$ cat src/rtl/md_ctrl.sv
// md_ctrl: sequencer for the shared multi-cycle mult/div unit.
// Issues a DX-stage mul/div, freezes PC/FD/DX while the unit works, then
// hands result rd/exception to XM for one cycle. A timeout forces an
// exception when the unit never answers. A saturating counter tracks stalls.
// Ports:
//   i_clk, i_reset        clock, synchronous active-high reset
//   i_dx_is_mult/div      DX instruction is mul/div
//   i_dx_rd[4:0]          DX destination register
//   i_flush               squash DX this cycle, blocks issue
//   i_md_rdy, i_md_exc    unit completion pulse and exception flag
//   o_ctrl_mult/div       start pulses to the unit
//   o_stall               hold PC/FD/DX, bubble into XM
//   o_md_done             op completes, load XM with is_md=1
//   o_md_rd[4:0], o_md_ex rd and exception for XM (valid with o_md_done)
//   o_md_busy             sequencer not idle
//   o_stall_cycles[31:0]  saturating count of stall cycles
module md_ctrl #(
  parameter int unsigned TIMEOUT = 34,
  parameter int unsigned CNT_W   = 6,
  parameter int unsigned EX_RD   = 30
) (
  input  logic        i_clk,
  input  logic        i_reset,
  input  logic        i_dx_is_mult,
  input  logic        i_dx_is_div,
  input  logic [4:0]  i_dx_rd,
  input  logic        i_flush,
  input  logic        i_md_rdy,
  input  logic        i_md_exc,
  output logic        o_ctrl_mult,
  output logic        o_ctrl_div,
  output logic        o_stall,
  output logic        o_md_done,
  output logic [4:0]  o_md_rd,
  output logic        o_md_ex,
  output logic        o_md_busy,
  output logic [31:0] o_stall_cycles
);

  typedef enum logic [1:0] {S_IDLE, S_BUSY, S_DONE} state_t;

  state_t             r_state;
  state_t             w_state_nxt;
  logic [CNT_W-1:0]   r_cnt;
  logic [4:0]         r_rd_q;
  logic               r_ex_q;
  logic [31:0]        r_stall_cycles;
  logic               w_issue;
  logic               w_timeout;

  assign w_issue   = (r_state == S_IDLE) && !i_flush && (i_dx_is_mult || i_dx_is_div);
  assign w_timeout = (r_cnt == CNT_W'(TIMEOUT - 1));

  // State register
  always_ff @(posedge i_clk) begin
    if (i_reset) r_state <= S_IDLE;
    else         r_state <= w_state_nxt;
  end

  // Next-state logic
  always_comb begin
    w_state_nxt = r_state;
    case (r_state)
      S_IDLE:  if (w_issue) w_state_nxt = S_BUSY;
      S_BUSY:  if (i_md_rdy || w_timeout) w_state_nxt = S_DONE;
      S_DONE:  w_state_nxt = S_IDLE;
      default: w_state_nxt = S_IDLE;
    endcase
  end

  // Outputs; all forced low while reset is asserted
  always_comb begin
    o_ctrl_mult    = 1'b0;
    o_ctrl_div     = 1'b0;
    o_stall        = 1'b0;
    o_md_done      = 1'b0;
    o_md_rd        = 5'd0;
    o_md_ex        = 1'b0;
    o_md_busy      = 1'b0;
    o_stall_cycles = 32'd0;
    if (!i_reset) begin
      o_stall_cycles = r_stall_cycles;
      o_md_busy      = (r_state != S_IDLE);
      case (r_state)
        S_IDLE: begin
          // multiply wins when both decode bits are set
          o_ctrl_mult = w_issue && i_dx_is_mult;
          o_ctrl_div  = w_issue && !i_dx_is_mult;
          o_stall     = w_issue;
        end
        S_BUSY: o_stall = 1'b1;
        S_DONE: begin
          o_md_done = 1'b1;
          o_md_rd   = r_ex_q ? 5'(EX_RD) : r_rd_q;
          o_md_ex   = r_ex_q;
        end
        default: ;
      endcase
    end
  end

  // Busy counter, captured rd/exception and stall counter
  always_ff @(posedge i_clk) begin
    if (i_reset) begin
      r_cnt          <= '0;
      r_rd_q         <= '0;
      r_ex_q         <= 1'b0;
      r_stall_cycles <= '0;
    end else begin
      if (w_issue) begin
        r_rd_q <= i_dx_rd;
        r_cnt  <= '0;
      end
      if (r_state == S_BUSY) begin
        r_cnt <= r_cnt + CNT_W'(1);
        if (i_md_rdy)       r_ex_q <= i_md_exc;
        else if (w_timeout) r_ex_q <= 1'b1;
      end
      if (o_stall && (r_stall_cycles != 32'hFFFF_FFFF))
        r_stall_cycles <= r_stall_cycles + 32'd1;
    end
  end

endmodule

$ cat config.mk
export PLATFORM = sky130hd
export DESIGN_NAME = md_ctrl
export DESIGN_NICKNAME = d
export VERILOG_FILES = /design/src/rtl/md_ctrl.sv
export SDC_FILE = /design/constraint.sdc
export NUM_CORES = 1
export LEC_CHECK = 0
export ABC_CLOCK_PERIOD_IN_PS = 1950
export BUFFER_PORTS_ARGS = -buffer_cell sky130_fd_sc_hd__buf_2
export CORE_ASPECT_RATIO = 1.1
export CORE_MARGIN = 4
export CORE_UTILIZATION = 40
export DETAILED_ROUTE_END_ITERATION = 7
export PLACE_DENSITY = 0.63
export SLEW_MARGIN = 0
export SYNTH_ARGS = -nofsm -noshare
export SYNTH_HDL_FRONTEND = slang
export SYNTH_SLANG_ARGS = --single-unit
export TNS_END_PERCENT = 5
$ cat constraint.sdc
create_clock -name i_clk -period 1.95 [get_ports i_clk]
set_input_delay 0.195 -clock i_clk [delete_from_list [all_inputs] [get_ports i_clk]]
set_output_delay 0.195 -clock i_clk [all_outputs]
set_load 0.01 [all_outputs]
==> flow_summary.ini, run 1 <==
[min_path]
hold-path-cell-count = 3
worstHoldStart = i_dx_rd[3]
hp-class = in2reg
hold_path_end = r_rd_q[3]$_SDFFE_PP0N_

[routing]
wl_per_cell_um = 13.8
dr.pass1.iters = 4
via_per_inst = 5.42
dr_total_vias = 2575
wl_um = 6560
wl_met1_um = 3100
dr.max_layer_used = met4
wl_met2_um = 3160
antenna_left = 0
drt_iter0_markers = 139
route.met3.wl_um = 242
drc_errors = 0

[grt]
grt_max_degree = 42
grt_pass1_wl_um = 11000
grt_pass1_vias = 2438
grt_use_total_pct = 16.7
overflow = 0
antenna_found_initial = 0

[power_and_ir_drop]
p_leak_uw = 0.00134
ir_drop_mv = 0.340
switching_share_pct = 26.5
p_int_uw = 1270
power_frac_clock_pct = 35.3
switchingPower_uw = 458
comb_power_share_pct = 8.5
seq_power_share_pct = 56.2
power_density_mw_per_mm2 = 534

[yosys]
ys.flop_type = dfxtp_1
synth_nets = 334
synth_area_sq_mm = 0.00257
ys_seq_area_share_pct = 35.8
ys_warn_count = 0
ys_ff_latch = 46
yosysUniqueCellTypes = 50
syn_inst = 319
syn_area_per_cell_sq_um = 8.07
synth_edf_count = 0
async_reset_ff_share_pct = 0

[floorplanning]
initial_core_util_pct = 41.3
die_w_um = 84.5
rows = 30
coreArea_sq_mm = 0.00623
io_pins = 55
die_h_um = 92.2
dieArea_sq_mm = 0.00779

[critical_path]
slowest_delay_ps = 520
crit_type = reg2reg
cp-end-kind = register
path_cells = ha_1, nand3_1, or2_4, nor4_4, buf_4, clkbuf_16, or4_1, a21oi_2
ff2ff_path_depth = 8
r2r_setup_slack_ps = 110
crit_fanout = 13
startpoint_type = register
cp.required_ps = 2200
reg2reg_from = r_stall_cycles[0]$_SDFFE_PP0P_
worst_r2r_endpoint = r_stall_cycles[29]$_SDFFE_PP0P_
worstPathBufferInverterCount = 2
cp.arrival_ps = 2090
slowest_stage = or4_1
crit_family = simple AND/OR/NAND/NOR gates

[clock_tree]
cts_max_level = 2
ctsHoldBuffers = 0
cts_buffers = 5
cts.path.max_buffers = 2
cts.reportedPaths.clkPinSlew_ps = 100
cts_tree = built
clock_sinks = 46
insertion_delay_ps = 310
cts-root-buf = clkbuf_8

[layout]
post-route-util_pct = 52.0
final_cell_mix = buf_2 (54), dfxtp_1 (43), nor2b_1 (29), nand2_1 (29), a21oi_1 (29)
layout.nets = 409
postLayoutCellArea_sq_mm = 0.00324
drive_gt1_share_pct = 30.6
area_growth_pct = 25.9
diodes = 0
final_common_cell = buf_2

[sta]
finalCritPeriodShare_pct = 94.5
finalCriticalPeriod_ps = 1840
report.final.slew_viol_count = 0
setup_viol = 0
fin_skew_ps = 10.3
worst_slack_ps = 107
tightest_slew_ps = 736
slew_headroom_pct = 50.6
hold_viol_final = 0
max_freq_ghz = 0.543

[placed_design]
post-place-ws_ps = 68.9
hpwl_um = 4750
port_buffers = 54
placed_cell_area_sq_mm = 0.00308
gp_congestion = 0.817

[flow_run]
maxCapViolCount = 0

[run_status]
status = complete, no violations
==> power by group through the flow <==
stage                     clock network [uW]  logic [uW]  registers, uW
after floorplan                            0        92.7            989
after global placement                     0         143            992
after detailed placement                   0         147            993
after CTS                                636         147            971
after global routing                     677         165            975
final                                    610         148            972
==> layout make-up <==
class | count | area, sq um
Fill cell | 638 | 2990
Multi-Input combinational cell | 251 | 1580
Sequential cell | 46 | 925
Timing Repair Buffer | 83 | 518
Tap cell | 80 | 100
Clock buffer | 5 | 68.8
Inverter | 7 | 30.0
Clock inverter | 3 | 25.0
==> Yosys cell counts (all sizes together), types with 5 or more instances <==
| cell type | instances | area share [%] |
|---|---|---|
| nor2 | 26 | 3.8 |
| nor3 | 12 | 3.4 |
| o21ai | 17 | 3.3 |
| nand2 | 29 | 4.2 |
| a21oi | 30 | 5.8 |
| nand3 | 11 | 2.1 |
| buf | 8 | 1.8 |
| o31ai | 6 | 1.7 |
| mux2 | 8 | 3.8 |
| or4 | 11 | 3.2 |
| nor2b | 29 | 7.0 |
| inv | 6 | 0.87 |
| clkbuf | 7 | 1.0 |
| dfxtp | 46 | 36 |
| nand4 | 14 | 4.2 |
| o21a | 5 | 1.5 |
| or3 | 8 | 1.9 |
| and3 | 6 | 1.5 |
==> metal layers <==
metal / vias to the layer above / track usage, %
li1: 1310 / -
met2: 44 / 27.8
met4: 0 / 3.83
met3: 6 / 3.86
met1: 1215 / 21.9
met5: - / 0
==> tightest hold or removal path: cells and delay by family <==
family          cells  cell delay (ps)
simple gates        1               50
buf+inv             1              100
compound gates      1               50
==> state kept, by name, summed over array words and instances (netlist names) <==
register        cells
r_cnt               6
r_ex_q              1
r_rd_q              5
r_stall_cycles     32
r_state             2
==> repair_timing <==
item	CTS	global route
setup buffers	0	2
gates resized for setup	0	12
endpoints found under the setup margin	0	9
==> stage by stage <==
step	cells	total power [uW]	hold WS, ps	setup TNS (ps)
global route	475	1820	116	-12.5
detailed placement	464	1140	445	0
CTS	472	1750	107	0
finish	475	1730	120	0
floorplan	319	1080	331	0
global placement	464	1130	437	0
==> how the worst max path moves through the flow <==
stage,cells after the start,endpoint,startpoint
2_1_floorplan,7,r_stall_cycles[31]$_SDFFE_PP0P_,r_stall_cycles[0]$_SDFFE_PP0P_
3_3_place_gp,6,r_stall_cycles[26]$_SDFFE_PP0P_,r_stall_cycles[8]$_SDFFE_PP0P_
3_5_place_dp,7,r_stall_cycles[11]$_SDFFE_PP0P_,r_stall_cycles[0]$_SDFFE_PP0P_
4_1_cts,7,r_stall_cycles[11]$_SDFFE_PP0P_,r_stall_cycles[0]$_SDFFE_PP0P_
5_1_grt,8,r_stall_cycles[29]$_SDFFE_PP0P_,r_stall_cycles[0]$_SDFFE_PP0P_
6_report,8,r_stall_cycles[29]$_SDFFE_PP0P_,r_stall_cycles[0]$_SDFFE_PP0P_
==> cells by family (layout without fill, tap and decap cells) <==
family	count (synthesis)	in the layout	synth area share, %
compound gates	70	70	16.2
buf+inv	22	98	3.89
fa+ha+maj	3	3	1.46
xor+xnor	1	1	0.340
simple gates	169	169	38.6
flops	46	46	35.8
mux	8	8	3.79
(Power assumes the default switching activity.)
==> run 2, diff against run 1 <==
==> constraint.sdc (replaced) <==
create_clock -name i_clk -period 1.95 [get_ports i_clk]
set_input_delay 0 -clock i_clk [delete_from_list [all_inputs] [get_ports i_clk]]
set_output_delay 0 -clock i_clk [all_outputs]
set_load 0.01 [all_outputs]
==> flow_summary.ini, run 2 (synthesis results as in run 1) <==
[critical_path]
crit_type = reg2reg
cp-end-kind = register
ff2ff_path_depth = 7
cp.required_ps = 2200
path_cells = and4_1, nand3_1, nor4_4, buf_4, clkbuf_16, or4_1, a21oi_1
slowest_delay_ps = 490
crit_fanout = 13
cp.arrival_ps = 2140
startpoint_type = register
slowest_stage = or4_1

[routing]
wl_per_cell_um = 13.7
dr.pass1.iters = 4
drc_errors = 0
dr_total_vias = 2576
antenna_left = 0
via_per_inst = 5.37
wl_um = 6590
drt_iter0_markers = 150

[run_status]
status = complete, no violations

[sta]
finalCriticalPeriod_ps = 1890
hold_viol_final = 0
tightest_slew_ps = 727
rsz0062_at_grt = true
finalCritPeriodShare_pct = 97.0
max_freq_ghz = 0.529
setup_viol = 0
fin_skew_ps = 9.47
slew_headroom_pct = 51.2
report.final.slew_viol_count = 0

[layout]
layout.nets = 414
top_register = r_stall_cycles
largest_reg_flops = 32
final_common_cell = buf_2
diodes = 0
drive_gt1_share_pct = 28.7
area_growth_pct = 27.8
reg_top3 = r_stall_cycles x32, r_cnt x6, r_rd_q x5
finalNonFillerCells = 480
final_cell_mix = buf_2 (54), dfxtp_1 (43), a21oi_1 (30), nor2b_1 (29), nand2_1 (29)

[grt]
antenna_found_initial = 0
overflow = 0
grt_use_total_pct = 16.9
grt_pass1_vias = 2422
grt_max_degree = 81
grt_pass1_wl_um = 11100

[clock_tree]
cts.path.max_buffers = 2
cts_tree = built
cts-root-buf = clkbuf_8
cts.reportedPaths.clkPinSlew_ps = 100
cts_buffers = 5
insertion_delay_ps = 300
clock_sinks = 46
cts_max_level = 2

[placed_design]
hpwl_um = 4580
port_buffers = 54
gp_congestion = 0.809
placed_cells = 463

[floorplanning]
rows = 30
die_w_um = 84.5
die_h_um = 92.2
coreArea_sq_mm = 0.00623
initial_core_util_pct = 41.3
io_pins = 55
dieArea_sq_mm = 0.00779

[power_and_ir_drop]
comb_power_share_pct = 9.0
seq_power_share_pct = 55.9
switchingPower_uw = 461
p_int_uw = 1280
switching_share_pct = 26.5
power_frac_clock_pct = 35.1
p_total_uw = 1740
ir_drop_mv = 0.221
power_density_mw_per_mm2 = 528
p_leak_uw = 0.00137

[flow_run]
maxCapViolCount = 0

[min_path]
hold-path-cell-count = 3
hp-class = in2reg
run 2: changes by cell type in the layout (fill, tap and decap cells not counted), moves of 2 or more:
| cell | before | now |
|---|---|---|
| buf_4 | 27 | 24 |
| dlygate4sd3_1 | 0 | 7 |
| nand3_1 | 9 | 11 |
| nand3_2 | 2 | 0 |
run 2: worst max-delay path: cells and delay by family (launching register included):
family                 cells  cell delay (ps)
flip-flops                 1              360
AND/OR/NAND/NOR            4             1030
AO/OA/AOI/OAI              1              140
buffers and inverters      2              300
run 2: routing by layer:
| layer | part of all wire [%] | vias up | wire [um] | GRT usage (%) |
|---|---|---|---|---|
| met3 | 3.6 | 11 | 238 | 3.32 |
| met5 | 0 | - | 0 | 0 |
| li1 | - | 1318 | - | - |
| met1 | 48 | 1210 | 3130 | 22.3 |
| met2 | 48 | 37 | 3130 | 27.7 |
| met4 | 1.2 | 0 | 82 | 5.54 |
run 2: final cells by class:
cell class | count | area (sq um)
Fill cell | 609 | 2940
Multi-Input combinational cell | 251 | 1560
Clock inverter | 3 | 23.8
Timing Repair Buffer | 88 | 586
Tap cell | 80 | 100
Inverter | 7 | 30.0
Sequential cell | 46 | 925
Clock buffer | 5 | 68.8
run 2: path summary, 6_finish.rpt:
| check | startpoint | endpoint | slack (ps) |
|---|---|---|---|
| setup / recovery | r_stall_cycles[26]$_SDFFE_PP0P_ | r_stall_cycles[29]$_SDFFE_PP0P_ | 60 |
| hold / removal | i_dx_is_div | r_cnt[3]$_SDFFE_PP0P_ | 220 |
| setup reg to reg | r_stall_cycles[26]$_SDFFE_PP0P_ | r_stall_cycles[29]$_SDFFE_PP0P_ | 60 |
| hold reg to reg | r_rd_q[1]$_SDFFE_PP0N_ | r_rd_q[1]$_SDFFE_PP0N_ | 470 |
run 2: through the flow:
stage | setup TNS [ps] | setup WS [ps] | hold slack [ps] | util [%] | area, sq um
6_report | 0 | 58.8 | 219 | 52.8 | 3290
5_1_grt | -114 | -38.1 | 229 | 52.8 | 3290
4_1_cts | 0 | 49.2 | 203 | 52.1 | 3250
3_5_place_dp | 0 | 66.9 | 249 | 49.5 | 3080
3_3_place_gp | 0 | 109 | 243 | 49.5 | 3080
2_1_floorplan | 0 | 43.2 | 50.3 | - | 2570
run 2: power by group through the flow:
stage               registers, uW  clock network [uW]  logic (uW)
finish                        972                 610         156
global route                  975                 671         174
CTS                           972                 630         155
detailed placement            993                   0         144
global placement              992                   0         143
floorplan                     989                   0        92.7
run 2: timing repair:
action / 4_1_cts / 5_1_grt
setup endpoints to repair: 0 / 8
hold buffers: 7 / 0
hold endpoints to repair: 7 / 0
gates resized for setup: 0 / 7
buffers inserted: 0 / 1
